`src/rtl/booth_seq_divider.sv`:
```
// Sequential signed divider: non-restoring shift/subtract on operand magnitudes,
// one quotient bit per clock, with sign fix-up, divide-by-zero and overflow flags.
module booth_seq_divider #(
  parameter int WIDTH = 8
) (
  input  logic             clk,
  input  logic             reset,
  input  logic             mode,
  input  logic [WIDTH-1:0] dividend,
  input  logic [WIDTH-1:0] divisor,
  output logic [WIDTH-1:0] quotient,
  output logic [WIDTH-1:0] remainder,
  output logic             busy,
  output logic             done,
  output logic             div_by_zero,
  output logic             overflow
);

  localparam int CW = $clog2(WIDTH + 1);

  typedef enum logic [1:0] {IDLE, RUN, FIX, DONE} state_t;

  state_t           state, state_next;
  logic [WIDTH:0]   a_q, m_q;
  logic [WIDTH-1:0] q_q;
  logic [CW-1:0]    count_q;
  logic             sign_dd, sign_dv, dz_q, ovf_q;

  logic [WIDTH:0]   shifted_a, a_step;
  logic [WIDTH-1:0] q_step, rem_mag, dd_abs, dv_abs;

  // NOTE: state and datapath registers use non-blocking assignments so every
  // register samples pre-edge values regardless of evaluation order.
  always_ff @(posedge clk) begin
    if (reset) state <= IDLE;
    else       state <= state_next;
  end

  // NOTE: every combinational output gets a default first so no path infers a latch.
  always_comb begin
    state_next = state;
    if (mode) begin
      state_next = (divisor == '0) ? FIX : RUN;
    end else begin
      case (state)
        RUN:     if (count_q == CW'(1)) state_next = FIX;
        FIX:     state_next = DONE;
        default: state_next = state;
      endcase
    end
  end

  always_comb begin
    dd_abs    = dividend[WIDTH-1] ? -dividend : dividend;
    dv_abs    = divisor[WIDTH-1]  ? -divisor  : divisor;
    // Sign of the partial remainder before the shift selects add or subtract.
    shifted_a = {a_q[WIDTH-1:0], q_q[WIDTH-1]};
    a_step    = a_q[WIDTH] ? shifted_a + m_q : shifted_a - m_q;
    q_step    = {q_q[WIDTH-2:0], ~a_step[WIDTH]};
    // Final restore only needs the low bits: the true remainder is below |divisor|.
    rem_mag   = a_q[WIDTH] ? a_q[WIDTH-1:0] + m_q[WIDTH-1:0] : a_q[WIDTH-1:0];
  end

  always_ff @(posedge clk) begin
    if (reset) begin
      a_q         <= '0;
      m_q         <= '0;
      q_q         <= '0;
      count_q     <= '0;
      sign_dd     <= 1'b0;
      sign_dv     <= 1'b0;
      dz_q        <= 1'b0;
      ovf_q       <= 1'b0;
      quotient    <= '0;
      remainder   <= '0;
      busy        <= 1'b0;
      done        <= 1'b0;
      div_by_zero <= 1'b0;
      overflow    <= 1'b0;
    end else if (mode) begin
      a_q         <= '0;
      m_q         <= {1'b0, dv_abs};
      q_q         <= dd_abs;
      count_q     <= CW'(WIDTH);
      sign_dd     <= dividend[WIDTH-1];
      sign_dv     <= divisor[WIDTH-1];
      dz_q        <= (divisor == '0);
      ovf_q       <= (dividend == {1'b1, {(WIDTH-1){1'b0}}}) && (divisor == '1);
      busy        <= (divisor != '0);
      done        <= 1'b0;
      div_by_zero <= 1'b0;
      overflow    <= 1'b0;
    end else begin
      case (state)
        RUN: begin
          a_q     <= a_step;
          q_q     <= q_step;
          count_q <= count_q - CW'(1);
        end
        FIX: begin
          busy <= 1'b0;
          done <= 1'b1;
          if (dz_q) begin
            quotient    <= '1;
            remainder   <= sign_dd ? -q_q : q_q;
            div_by_zero <= 1'b1;
          end else begin
            // MIN / -1 wraps naturally: magnitude 2^(WIDTH-1) reads back as MIN.
            quotient    <= (sign_dd ^ sign_dv) ? -q_q : q_q;
            remainder   <= sign_dd ? -rem_mag : rem_mag;
            overflow    <= ovf_q;
          end
        end
        default: ;
      endcase
    end
  end

endmodule

```
`config.mk`:
```
export PLATFORM = sky130hd
export DESIGN_NAME = booth_seq_divider
export DESIGN_NICKNAME = d
export VERILOG_FILES = /design/src/rtl/booth_seq_divider.sv
export SDC_FILE = /design/constraint.sdc
export NUM_CORES = 1
export LEC_CHECK = 0
export ABC_AREA = 1
export ABC_CLOCK_PERIOD_IN_PS = 2350
export BUFFER_PORTS_ARGS = -buffer_cell sky130_fd_sc_hd__buf_2
export CORE_ASPECT_RATIO = 0.9
export CORE_UTILIZATION = 40
export DETAILED_ROUTE_END_ITERATION = 7
export PLACE_DENSITY = 0.58
export SLEW_MARGIN = 25
export SYNTH_ARGS = -nofsm -noshare
export SYNTH_HDL_FRONTEND = slang
export SYNTH_SLANG_ARGS = --single-unit
```
`constraint.sdc`:
```
create_clock -name clk -period 2.35 [get_ports clk]
set_input_delay 0.3525 -clock clk [delete_from_list [all_inputs] [get_ports clk]]
set_output_delay 0.3525 -clock clk [all_outputs]
set_load 0.02 [all_outputs]
```
==> out/results.tsv, run 1 <==
stage	metric	value	unit
sta	final worst-path cycle share	98.0	%
floorplanning	die area	9800	um^2
sta	final worst slack	46.2	ps
sta	Final Critical Period	2300	ps
critical_path	crit path DAT	2550	ps
place	GPL Wtd Cong	0.872	
synthesis	Post-synth top flop	dfxtp_1	
synthesis	register area share after synthesis	29.3	%
floorplanning	std cell rows	33	
detailed_routing	Pre-antenna DRT Iters	4	
power_and_ir_drop	PwrDens	527	nW/um^2
place	post-place setup slack	-98.2	ps
final_layout	Nets	643	
detailed_routing	Final ANT Viol Nets	0	
synthesis	Synth Area in Compound Gates	20.3	%
critical_path	crit-path cells	buf_6 -> ha_4 -> fa_1 -> o21ai_2 -> ha_2 -> inv_2 -> nor2_2 -> nand3_2 -> nor2_1 -> nand2_1 -> nand3b_1 -> nand3_2 -> a21oi_2	
sta	Tightest Pin Transition	714	ps
cts	CTS tree	done	
cts	Clock Sinks	55	
synthesis	Syn Nets	591	
final_layout	area delta synth->final	18.9	%
critical_path	CP startpoint kind	register	
flow_run	Max-cap violations	0	
grt	antenna violations before repair	0	
critical_path	element type at the critical path end	register	
synthesis	simple-gate portion of the synthesized area	26.4	%
synthesis	Synth Area in Adders	8.71	%
cts	Reg clk slew, reported paths	100	ps
floorplanning	core area	9130	um^2
synthesis	largest family of logic cells by synthesized area	simple AND/OR/NAND/NOR gates	
sta	worst rel slew slack	52.1	%
synthesis	Synth warnings	0	
final_layout	n_diodes	0	
place	Port Buf Inserts	38	
grt	vias in the first global route	3387	
cts	CTS H-tree lvls	2	
synthesis	XOR/XNOR share of the synthesized area	5.35	%
floorplanning	io pins	39	
detailed_routing	via count	3712	
critical_path	WP buf/inv	2	
cts	Num CTS Buffers	5	
sta	Final Hold Vio Count	0	
grt	GRT overflow	0	
cts	clock tree buffer depth	2	
final_layout	layout cells sized above 1	20.8	%
grt	first-pass GRT wire length	16400	um
sta	Final TNS setup	0	ps
detailed_routing	final wirelength	9860	um
floorplanning	Chip Height	94.0	um
critical_path	worst setup path category	register to register	
sta	# setup viols final	0	
synthesis	mux contribution to synthesized area	0	%
sta	unrepaired setup endpoints after global routing	yes	
synthesis	synth unique cells	45	
synthesis	number of synthesized register bits	55	
final_layout	Post-Layout Cell Count	722	
grt	Total GRT Usage	20.8	%
sta	Max Slew Vio Count	0	
critical_path	cell family with most CP delay	adder cells	
floorplanning	Die X	104	um
sta	clock skew	7.12	ps
grt	pin count of the biggest net entering global routing	22	
synthesis	Post-synth EDFFs	0	
sta	Hold WS	345	ps
run_status	status	finished clean	
critical_path	CP peak stage delay	470	ps
detailed_routing	drt drc	0	
synthesis	Synth Cell Area	3760	um^2
power_and_ir_drop	Leak Pwr	2.11	nW
detailed_routing	detailed-route wire length per cell	13.7	um
critical_path	CP dominant cell by count	nand3_2	
place	Final HPWL DP	7660	um
detailed_routing	post-DR vias/cell	5.14	
cts	CTS root buf	clkbuf_8	
place	Placed Cells	709	
floorplanning	Initial Utilization	41.2	%
power_and_ir_drop	Peak supply drop	0.251	mV
critical_path	CP Data Required Time	2600	ps
sta	Highest Clock Rate	434	MHz
critical_path	slowest CP cell	fa_1	
critical_path	crit path max fanout	3	
synthesis	asr flop ratio synth	0	%
worst_hold_path	Hold Crit Class	primary input to register	
synthesis	Mean Syn Cell Area	6.88	um^2
cts	Skew-Pair Late Insertion Delay	310	ps
detailed_routing	DRT iter0 DRCs	195	
synthesis	Mapped Cells	547	
power_and_ir_drop	Design Power	2.36	mW
what timing repair did:
| action | 4_1_cts | 5_1_grt |
|---|---|---|
| hold endpoints to repair | 0 | 0 |
| gates resized for setup | 10 | 37 |
| hold buffers | 0 | 0 |
| setup endpoints to repair | 2 | 6 |
| cloned | 0 | 0 |
| setup buffers | 3 | 2 |
| pin swaps | 4 | 17 |
worst paths after layout:
kind,start,slack (ps),depth (start not counted),to
worst max register to register,m_q[0],50,13,remainder[6]
worst min-delay path,divisor[1],340,3,m_q[1]
worst max-delay path,m_q[0],50,13,remainder[6]
worst min register to register,div_by_zero,470,1,div_by_zero
cells in the mapped netlist (3+ instances only):
library cell    n  area, um^2
a21oi_1        44         220
a22oi_1         3        22.5
a31oi_1         9        56.3
a32o_1          3        30.0
clkbuf_1       13        48.8
dfxtp_1        55        1100
ha_1           23         288
inv_1          77         289
nand2_1       100         375
nand3_1        39         195
nand3_2         4        40.0
nand3b_1        3        22.5
nand4_1         3        18.8
nor2_1         42         158
nor2_4          4        45.0
nor3_1          9        45.0
o211ai_1        6        45.0
o21ai_0        38         190
o21ai_1         3        15.0
o22ai_1        12        75.1
or2_2           6        37.5
xnor2_1         5        43.8
xor2_1         18         158
cells by family after synthesis:
group                      after synthesis
buffers and inverters                   97
adders and majority gates               25
AOI/OAI and AO/OA                      131
xor gates and xnor gates                23
DFF                                     55
and+or+nand+nor                        216
sequential cells by signal (all words and copies together), names as in the netlist, 2 cells and up:
register,cells
a_q,9
count_q,4
m_q,8
q_q,8
quotient,8
remainder,8
state,2
layer usage:
metal	wire, um	vias up	track usage [%]	part of all wire, %
li1	-	1934	-	-
met1	5040	1703	30.1	51
met2	4400	73	32.9	45
met3	387	2	2.77	3.9
met4	33	0	4.29	0.33
met5	0	-	0	0
cell usage in the layout (no fill, tap or decap), types with 3 or more instances in the layout:
| cell type | instances |
|---|---|
| nand2_1 | 94 |
| inv_1 | 74 |
| dfxtp_1 | 52 |
| nor2_1 | 39 |
| a21oi_1 | 39 |
| buf_2 | 38 |
| o21ai_0 | 34 |
| nand3_1 | 34 |
| buf_4 | 23 |
| ha_1 | 18 |
| xor2_1 | 17 |
| o22ai_1 | 12 |
| nand3_2 | 9 |
| a31oi_1 | 9 |
| nor3_1 | 8 |
| o21ai_1 | 7 |
| nand2_2 | 6 |
| a21oi_2 | 6 |
| o211ai_1 | 6 |
| clkbuf_8 | 6 |
| nor2_4 | 5 |
| xnor2_1 | 5 |
| or2_2 | 5 |
| inv_2 | 4 |
| nor2_2 | 3 |
| a32o_1 | 3 |
| a22oi_1 | 3 |
| nand3b_1 | 3 |
| nand4_1 | 3 |
| ha_4 | 3 |
worst min-delay path, cell delays in order:
cell,delay [ps]
buf_2,110
nor2_1,40
o22ai_1,100
area by class of cell:
cell class,instances,area (um^2)
clock inverters,2,16.3
inverters,80,300
clock buffers,6,82.6
repair buffers,62,374
flip-flops and latches,55,1110
multi-input cells,395,2440
fillers,983,4650
well taps,122,153
power breakdown:
part           switching (mW)  internal (mW)  total (mW)  leakage, nW
clock network           0.322          0.242       0.563       0.0474
registers              0.0505          0.980        1.03        0.451
logic                   0.458          0.304       0.762         1.61
per-stage QoR:
stage               util, %  instance area [um^2]
floorplan                 -                  3760
global placement       45.7                  4170
detailed placement     45.7                  4170
CTS                    47.3                  4310
global route           49.0                  4470
finish                 49.0                  4470
(Power assumes the default switching activity.)
==> run 2: changes to the inputs <==
--- a/config.mk
+++ b/config.mk
@@ -8,7 +8,7 @@
 export ABC_AREA = 1
 export ABC_CLOCK_PERIOD_IN_PS = 2350
 export BUFFER_PORTS_ARGS = -buffer_cell sky130_fd_sc_hd__buf_2
-export CORE_ASPECT_RATIO = 0.9
+export CORE_ASPECT_RATIO = 1.5
 export CORE_UTILIZATION = 40
 export DETAILED_ROUTE_END_ITERATION = 7
 export PLACE_DENSITY = 0.58
==> run 2 against run 1 <==
- setup slack gained 61 ps
- sequential cell count unchanged
- via count increased by 1.7%
- wire length rose by 6.6%
- register-to-register slack better by 60 ps
- power rose by 8.3%
- clock skew increased by 2.9 ps
- cell area is 0.17% higher
- maximum frequency is 2.7% higher
- first-iteration DRC count shrank 6.7%
- largest power group unchanged
==> out/results.tsv, run 2 (synthesis results as in run 1) <==
stage	metric	value	unit
sta	worst rel slew slack	54.3	%
final_layout	Biggest register	a_q	
final_layout	most frequent cells in the layout	nand2_1 (95), inv_1 (74), dfxtp_1 (52)	
floorplanning	std cell rows	43	
cts	Reg clk slew, reported paths	80	ps
floorplanning	die area	9810	um^2
final_layout	area delta synth->final	19.1	%
place	Port Buf Inserts	38	
floorplanning	Chip Height	121	um
critical_path	element type at the critical path end	register	
detailed_routing	post-DR vias/cell	5.28	
sta	Highest Clock Rate	446	MHz
final_layout	layout cells sized above 1	19.6	%
detailed_routing	final wirelength	10500	um
cts	clock tree buffer depth	2	
grt	antenna violations before repair	0	
power_and_ir_drop	Leak Pwr	2.12	nW
final_layout	area taken by multi-input logic gates	2390	um^2
sta	Max Slew Vio Count	0	
critical_path	CP startpoint kind	register	
detailed_routing	detailed-route wire length per cell	14.7	um
sta	unrepaired setup endpoints after global routing	yes	
sta	# setup viols final	0	
final_layout	n_diodes	0	
critical_path	worst setup path category	register to register	
final_layout	FF/Latch Area	1110	um^2
cts	Clock Sinks	55	
sta	Final Critical Period	2240	ps
sta	clock skew	10.1	ps
place	GPL Wtd Cong	0.879	
run_status	status	finished clean	
sta	Final TNS setup	0	ps
sta	Tightest Pin Transition	685	ps
flow_run	Max-cap violations	0	
sta	Final Hold Vio Count	0	
detailed_routing	Pre-antenna DRT Iters	4	
final_layout	Post-Layout Cell Count	715	
detailed_routing	drt drc	0	
grt	Total GRT Usage	22.4	%
detailed_routing	via count	3776	
grt	first-pass GRT wire length	16700	um
cts	Post-CTS Hold Buffers	0	
cts	CTS tree	done	
cts	CTS H-tree lvls	2	
critical_path	crit path max fanout	3	
final_layout	fillers	941	
final_layout	Nets	646	
critical_path	setup slack, reg-to-reg	110	ps
cts	Num CTS Buffers	5	
detailed_routing	DRT iter0 DRCs	182	
place	Placed Cells	703	
final_layout	number of flip-flops in the largest register	9	
floorplanning	io pins	39	
detailed_routing	Final ANT Viol Nets	0	
cts	Skew-Pair Late Insertion Delay	300	ps
worst_hold_path	Hold Crit Class	primary input to register	
floorplanning	Die X	81.2	um
grt	vias in the first global route	3510	
grt	GRT overflow	0	
final_layout	most common cell after layout, fill and taps aside	nand2_1	
place	Final HPWL DP	8390	um
power_and_ir_drop	PwrDens	569	nW/um^2
critical_path	crit path DAT	2420	ps
power_and_ir_drop	Peak supply drop	0.350	mV
critical_path	CP Data Required Time	2530	ps
cts	CTS root buf	clkbuf_16	
floorplanning	core area	9200	um^2
floorplanning	Initial Utilization	40.9	%
sta	final worst-path cycle share	95.4	%
grt	pin count of the biggest net entering global routing	22	
## run 2: cell types whose count changed in the layout (fill, tap and decap cells not counted), moves of 2 or more
cell and change:
clkbuf_16 +5, a21oi_1 +3, clkbuf_8 -6, nand3_2 -3
buf_4 +3, a21oi_2 -3, nor2_2 -2, nand3_1 +3
nor2_1 +2
## run 2: worst max-delay path, stage by stage (launching register included)
cell	delay, ps
dfxtp_4	370
nor3_4	210
nand2_2	80
o31ai_2	200
xor2_1	170
ha_1	280
a21oi_2	120
o21ai_1	60
a21oi_1	130
inv_1	60
or2_2	300
nand3_1	70
a21oi_1	60
## run 2: path summary, 6_finish.rpt
check / endpoint / cells past startpoint / from
worst min register to register: overflow / 2 / overflow
worst max register to register: q_q[0] / 12 / m_q[0]
worst max-delay path: q_q[0] / 12 / m_q[0]
worst min-delay path: m_q[0] / 3 / divisor[0]
## run 2: stage by stage
stage | area [um^2] | power (mW) | util, % | setup slack [ps] | hold WS (ps)
global route | 4480 | 2.70 | 48.7 | -65.2 | 368
detailed placement | 4190 | 1.74 | 45.5 | -16.0 | 450
finish | 4480 | 2.55 | 48.7 | 108 | 350
CTS | 4340 | 2.52 | 47.2 | 18.6 | 356
floorplan | 3760 | 1.53 | - | 145 | 424
global placement | 4190 | 1.73 | 45.5 | 25.0 | 441
## run 2: what timing repair did
item                       CTS  global route
setup buffers                0             4
gates resized for setup      2            33
setup endpoints to repair    2            10
pin swaps                    0            13
## run 2: routing by layer
metal | vias up | wire [um] | track usage, %
met5 | - | 0 | 0
met4 | 0 | 379 | 9.60
met3 | 27 | 323 | 3.25
met2 | 77 | 5630 | 41.5
met1 | 1733 | 4180 | 24.5
li1 | 1939 | - | -
## run 2: cell type report
class                           count  area share [%]
Multi-Input combinational cell    395            53.3
Tap cell                          112            3.13
Timing Repair Buffer               65            8.85
Clock buffer                        6            2.88
Sequential cell                    55            24.8
Clock inverter                      2           0.363
Inverter                           80            6.76
## run 2: power by group
part           internal [mW]  switching, mW  total [mW]  leakage, nW
sequential             0.980         0.0462        1.03        0.451
clock                  0.401          0.376       0.777       0.0675
combinational          0.299          0.448       0.747         1.60
total                   1.68          0.870        2.55         2.12
